[src/rtl/rc4_key_search_ctrl.sv]
// Scheduler for one RC4 brute-force core: walks key candidates, sequences the
// S-init, key-schedule and decrypt engines and owns the shared S-memory port.
module rc4_key_search_ctrl #(
  parameter int                   KEY_WIDTH   = 24,
  parameter int                   KEY_STEP    = 1,
  parameter logic [KEY_WIDTH-1:0] KEY_LIMIT   = 24'h3FFFFF,
  parameter int                   WDOG_CYCLES = 4096
) (
  input  logic                 clk,
  input  logic                 reset,
  input  logic                 start,
  input  logic [KEY_WIDTH-1:0] key_first,
  output logic [KEY_WIDTH-1:0] key,
  output logic                 init_start,
  input  logic                 init_finish,
  output logic                 ksa_start,
  input  logic                 ksa_finish,
  output logic                 dec_start,
  input  logic                 dec_finish,
  input  logic                 dec_invalid,
  input  logic [7:0]           init_s_addr,
  input  logic [7:0]           init_s_data,
  input  logic                 init_s_wren,
  input  logic [7:0]           ksa_s_addr,
  input  logic [7:0]           ksa_s_data,
  input  logic                 ksa_s_wren,
  input  logic [7:0]           dec_s_addr,
  input  logic [7:0]           dec_s_data,
  input  logic                 dec_s_wren,
  output logic [7:0]           s_address,
  output logic [7:0]           s_data,
  output logic                 s_wren,
  output logic                 busy,
  output logic                 found,
  output logic                 fail,
  output logic                 wdog_err,
  output logic [KEY_WIDTH-1:0] keys_tried,
  output logic [3:0]           dbg_state
);

  // Engine handshake: *_start is a one-cycle pulse from the GO state; *_finish
  // is only honoured in the matching WAIT state and ignored everywhere else.
  localparam logic [3:0] S_IDLE      = 4'd0;
  localparam logic [3:0] S_INIT_GO   = 4'd1;
  localparam logic [3:0] S_INIT_WAIT = 4'd2;
  localparam logic [3:0] S_KSA_GO    = 4'd3;
  localparam logic [3:0] S_KSA_WAIT  = 4'd4;
  localparam logic [3:0] S_DEC_GO    = 4'd5;
  localparam logic [3:0] S_DEC_WAIT  = 4'd6;
  localparam logic [3:0] S_NEXT      = 4'd7;
  localparam logic [3:0] S_FOUND     = 4'd8;
  localparam logic [3:0] S_FAIL      = 4'd9;
  localparam logic [3:0] S_ERR       = 4'd10;

  localparam int WDW = $clog2(WDOG_CYCLES + 1);

  logic [3:0]           state_q, state_d;
  logic [KEY_WIDTH-1:0] key_q, key_d;
  logic [KEY_WIDTH-1:0] tried_q, tried_d;
  logic                 found_q, found_d;
  logic                 fail_q, fail_d;
  logic                 wdog_q, wdog_d;
  logic                 busy_q, busy_d;
  logic [WDW-1:0]       cnt_q, cnt_d;
  logic                 phase_finish;
  logic [KEY_WIDTH:0]   key_sum;

  always_comb begin
    phase_finish = 1'b0;
    case (state_q)
      S_INIT_WAIT: phase_finish = init_finish;
      S_KSA_WAIT:  phase_finish = ksa_finish;
      S_DEC_WAIT:  phase_finish = dec_finish;
      default:     phase_finish = 1'b0;
    endcase
  end

  assign key_sum = {1'b0, key_q} + (KEY_WIDTH+1)'(KEY_STEP);

  always_comb begin
    state_d = state_q;
    key_d   = key_q;
    tried_d = tried_q;
    found_d = found_q;
    fail_d  = fail_q;
    wdog_d  = wdog_q;
    busy_d  = busy_q;
    cnt_d   = cnt_q;
    case (state_q)
      S_IDLE: begin
        if (start) begin
          key_d   = key_first;
          tried_d = '0;
          found_d = 1'b0;
          wdog_d  = 1'b0;
          if (key_first > KEY_LIMIT) begin
            state_d = S_FAIL;
            fail_d  = 1'b1;
            busy_d  = 1'b0;
          end else begin
            state_d = S_INIT_GO;
            fail_d  = 1'b0;
            busy_d  = 1'b1;
          end
        end
      end
      // The counter holds cycles elapsed since the start pulse, so the GO
      // cycle itself counts as one; ERR begins WDOG_CYCLES after the pulse.
      S_INIT_GO: begin cnt_d = WDW'(1); state_d = S_INIT_WAIT; end
      S_KSA_GO:  begin cnt_d = WDW'(1); state_d = S_KSA_WAIT;  end
      S_DEC_GO:  begin cnt_d = WDW'(1); state_d = S_DEC_WAIT;  end
      S_INIT_WAIT, S_KSA_WAIT, S_DEC_WAIT: begin
        if (phase_finish) begin
          if (state_q == S_INIT_WAIT) begin
            state_d = S_KSA_GO;
          end else if (state_q == S_KSA_WAIT) begin
            state_d = S_DEC_GO;
          end else begin
            tried_d = tried_q + 1'b1;
            if (!dec_invalid) begin
              state_d = S_FOUND;
              found_d = 1'b1;
              busy_d  = 1'b0;
            end else begin
              state_d = S_NEXT;
            end
          end
        end else if (cnt_q >= WDW'(WDOG_CYCLES - 1)) begin
          state_d = S_ERR;
          wdog_d  = 1'b1;
          busy_d  = 1'b0;
        end else begin
          cnt_d = cnt_q + 1'b1;
        end
      end
      S_NEXT: begin
        // Sum is one bit wider so a wrap past KEY_WIDTH also ends the range.
        if (key_sum > {1'b0, KEY_LIMIT}) begin
          state_d = S_FAIL;
          fail_d  = 1'b1;
          busy_d  = 1'b0;
        end else begin
          key_d   = key_sum[KEY_WIDTH-1:0];
          state_d = S_INIT_GO;
        end
      end
      S_FOUND, S_FAIL, S_ERR: state_d = S_IDLE;
      default: state_d = S_IDLE;
    endcase
  end

  always_ff @(posedge clk) begin
    if (reset) begin
      state_q <= S_IDLE;
      key_q   <= '0;
      tried_q <= '0;
      found_q <= 1'b0;
      fail_q  <= 1'b0;
      wdog_q  <= 1'b0;
      busy_q  <= 1'b0;
      cnt_q   <= '0;
    end else begin
      state_q <= state_d;
      key_q   <= key_d;
      tried_q <= tried_d;
      found_q <= found_d;
      fail_q  <= fail_d;
      wdog_q  <= wdog_d;
      busy_q  <= busy_d;
      cnt_q   <= cnt_d;
    end
  end

  always_comb begin
    s_address = 8'h00;
    s_data    = 8'h00;
    s_wren    = 1'b0;
    case (state_q)
      S_INIT_GO, S_INIT_WAIT: begin
        s_address = init_s_addr; s_data = init_s_data; s_wren = init_s_wren;
      end
      S_KSA_GO, S_KSA_WAIT: begin
        s_address = ksa_s_addr;  s_data = ksa_s_data;  s_wren = ksa_s_wren;
      end
      S_DEC_GO, S_DEC_WAIT: begin
        s_address = dec_s_addr;  s_data = dec_s_data;  s_wren = dec_s_wren;
      end
      default: begin
        s_address = 8'h00; s_data = 8'h00; s_wren = 1'b0;
      end
    endcase
  end

  assign init_start = (state_q == S_INIT_GO);
  assign ksa_start  = (state_q == S_KSA_GO);
  assign dec_start  = (state_q == S_DEC_GO);
  assign key        = key_q;
  assign keys_tried = tried_q;
  assign busy       = busy_q;
  assign found      = found_q;
  assign fail       = fail_q;
  assign wdog_err   = wdog_q;
  assign dbg_state  = state_q;

endmodule

[config.mk]
export PLATFORM = sky130hd
export DESIGN_NAME = rc4_key_search_ctrl
export DESIGN_NICKNAME = d
export VERILOG_FILES = /design/src/rtl/rc4_key_search_ctrl.sv
export SDC_FILE = /design/constraint.sdc
export NUM_CORES = 1
export LEC_CHECK = 0
export ABC_AREA = 1
export ABC_CLOCK_PERIOD_IN_PS = 7100
export BUFFER_PORTS_ARGS = -buffer_cell sky130_fd_sc_hd__buf_2
export CAP_MARGIN = 5
export CORE_ASPECT_RATIO = 1.5
export CORE_UTILIZATION = 55
export CTS_CLUSTER_SIZE = 8
export DETAILED_ROUTE_END_ITERATION = 10
export PLACE_DENSITY = 0.86
export SLEW_MARGIN = 20
export SYNTH_ARGS = -nofsm -noshare
export SYNTH_HDL_FRONTEND = slang
export SYNTH_SLANG_ARGS = --single-unit
[constraint.sdc]
create_clock -name clk -period 7.1 [get_ports clk]
set_input_delay 1.065 -clock clk [delete_from_list [all_inputs] [get_ports clk]]
set_output_delay 1.065 -clock clk [all_outputs]
set_load 0.01 [all_outputs]
==> flow_metrics.tcl <==
set metrics [dict create \
    dieArea_um2 9010 \
    track_usage 0.319 \
    slew_violations 0 \
    cts_setup_buffers 0 \
    synth-compound-area-share 0.113 \
    wl_per_cell_um 13.5 \
    grt_antenna_before_repair 0 \
    synth_edf_count 0 \
    stdcell_count 1082 \
    core_area_um2 8410 \
    grt_max_degree 39 \
    io_pins 158 \
    vdd_ir_drop_max_mv 0.227 \
    diodes 0 \
    cp-end-kind "output port" \
    avgViaCountPerCell 5.39 \
    synth_top_family_by_area "simple AND/OR/NAND/NOR gates" \
    area_growth_pct 25.1 \
    gp_congestion 0.975 \
    min_path_type "reg -> reg" \
    drive_above_1_share 0.212 \
    initial_core_util 0.564 \
    syn-num-nets 906 \
    place_inst 1066 \
    path_clk_slew_ns 0.06 \
    grt_pass1_vias 5127 \
    htreeDepth 3 \
    maxSlewHeadroom 0.267 \
    die_w_um 77.8 \
    synth_area_per_cell_um2 5.78 \
    synthMuxAreaShare 0 \
    die_h_um 116 \
    first_iter_violations 465 \
    netlist_instances 820 \
    ctsRootBufferMaster "clkbuf_16" \
    max-cap-violations 0 \
    outcome "complete, no violations" \
    ys.flop_type "dfxtp_1" \
    synth_seq_cells 69 \
    holdWs_ns 0.443 \
    cp-start-kind "register" \
    seq_area_frac_synth 0.291 \
    crit_type "reg -> out" \
    drtPass1Iterations 7 \
    tns_ns 0 \
    drcViolationCount 0 \
    worstPathArrival_ns 2.51 \
    finalHoldViolCount 0 \
    numPortBuffers 157 \
    slowest_stage "o21ai_1" \
    synth-simple-area-share 0.478 \
    synth_area_um2 4740 \
    synthTopCellsByArea "dfxtp_1 (29%), nand2_1 (21%), nor2_1 (11%)" \
    setup_viol 0 \
    cp_num_buf_inv 4 \
    grt_pass1_wl_um 22600 \
    ys_async_sr_fraction 0 \
    worstPathRequired_ns 6.03 \
    path_max_fanout 17 \
    clk_latency_ns 0.34 \
    p_leak_uw 0.00289 \
    fin_nets 1056 \
    clockBufferDepth 2 \
    worstPathCellList "inv_2 -> nor2_1 -> inv_1 -> nor2_1 -> inv_1 -> o21ai_1 -> nand2_1 -> nand3_1 -> buf_2" \
    cts.sinks 69 \
    powerDensity_nw_per_um2 351 \
    period_minus_slack_ns 3.58 \
    fmax_ghz 0.280 \
    slowest_delay_ns 0.84 \
    std_cell_rows 41 \
    grt.overflow.total 0 \
    cts_hold_buf 0 \
    vias 5837 \
    synth_top_area_frac 0.291 \
    dp_hpwl_um 10800 \
    ys_warn_count 0 \
    yosys.area.top_type "dfxtp_1" \
    worstMarginPinSlew_ns 1.09 \
    cts_made_buffers 9 \
    yosysUniqueCellTypes 36 \
    ant_nets 0 \
    synth_commonest_cells "nand2_1 (268), nor2_1 (140), inv_1 (82)" \
    fin_crit_sh 0.504 \
    post_cts_resized 0 \
    tritoncts "built" \
    yosysMostFrequentCell "nand2_1" \
    cp_top_family "compound AO/OA/AOI/OAI gates" \
    synthAdderAreaFrac 0.0106 \
    rsz0062_at_grt "false" \
    finClkSkew_ns 0.00487 \
    totalWireLength_um 14600 \
    synth_xor_area_frac 0.0129 \
]
## per-layer routing
| layer | vias up | part of all wire | track usage |
|---|---|---|---|
| met4 | 0 | 0.032 | 0.161 |
| li1 | 2929 | - | - |
| met3 | 43 | 0.075 | 0.0732 |
| met5 | - | 0 | 0 |
| met1 | 2607 | 0.39 | 0.362 |
| met2 | 258 | 0.50 | 0.558 |
## kinds of logic after synthesis
| kind of cell | after synthesis |
|---|---|
| and+or+nand+nor | 532 |
| adders and majority gates | 4 |
| DFF | 69 |
| xor gates and xnor gates | 7 |
| buffers and inverters | 113 |
| AOI/OAI and AO/OA | 95 |
## final timing paths
check	startpoint	depth (start not counted)	end	slack, ns
worst min register to register	cnt_q[12]	2	cnt_q[12]	0.44
worst max register to register	key[0]	19	key[10]	3.79
worst min-delay path	cnt_q[12]	2	cnt_q[12]	0.44
worst max-delay path	dbg_state[0]	9	s_data[0]	3.52
## worst min-delay path, cell delays in order (launching register included)
cell     delay, ns
dfxtp_1       0.29
inv_1         0.06
nor3_1        0.05
## metrics by stage
step | instance area (um2) | utilization | worst slack, ns | total power [uW]
6_report | 5930 | 0.705 | 3.52 | 2080
4_1_cts | 5930 | 0.705 | 3.53 | 2070
3_5_place_dp | 5570 | 0.662 | 3.26 | 1530
3_3_place_gp | 5570 | 0.662 | 3.35 | 1520
2_1_floorplan | 4740 | - | 4.30 | 1260
5_1_grt | 5930 | 0.705 | 3.32 | 2230
## sequential cells by signal, summed over array words and instances (netlist names)
register / flops
busy: 1
cnt_q: 13
dbg_state: 4
fail: 1
found: 1
key: 24
keys_tried: 24
wdog_err: 1
## layout make-up
type                    count  area, um2
inverters                  94        353
repair buffers            158        793
flip-flops and latches     69       1380
clock buffers              11        253
multi-input cells         638       2910
well taps                 107        134
fillers                   775       2480
clock inverters             5        106
## layout by cell type, fill, tap and decap left out, types with 3 or more instances in the layout
cell type,netlist,layout
ha_1,4,4
nor2_2,10,10
nand2_2,5,5
buf_2,3,157
a22oi_1,3,3
o21ai_0,33,33
nor3_1,18,18
a31oi_1,10,10
xor2_1,5,5
nor2_4,4,4
nor3_2,3,3
a21oi_1,32,32
nor4_1,4,4
nand2_1,268,268
o21bai_1,3,3
inv_2,7,7
inv_1,82,82
o21a_1,5,5
nor2_1,140,140
nand4_1,17,17
clkbuf_16,0,9
nand3_1,55,55
clkinv_1,5,5
dfxtp_1,69,69
nand3b_1,4,4
bufinv_16,0,3
a211oi_1,3,3
## power by group
group | internal (uW) | switching [uW] | leakage [uW]
Sequential | 474 | 124 | 0.000564
Combinational | 316 | 630 | 0.00215
Clock | 363 | 176 | 0.000172
Total | 1150 | 930 | 0.00289
No activity file was read; power rests on OpenSTA's default activity.
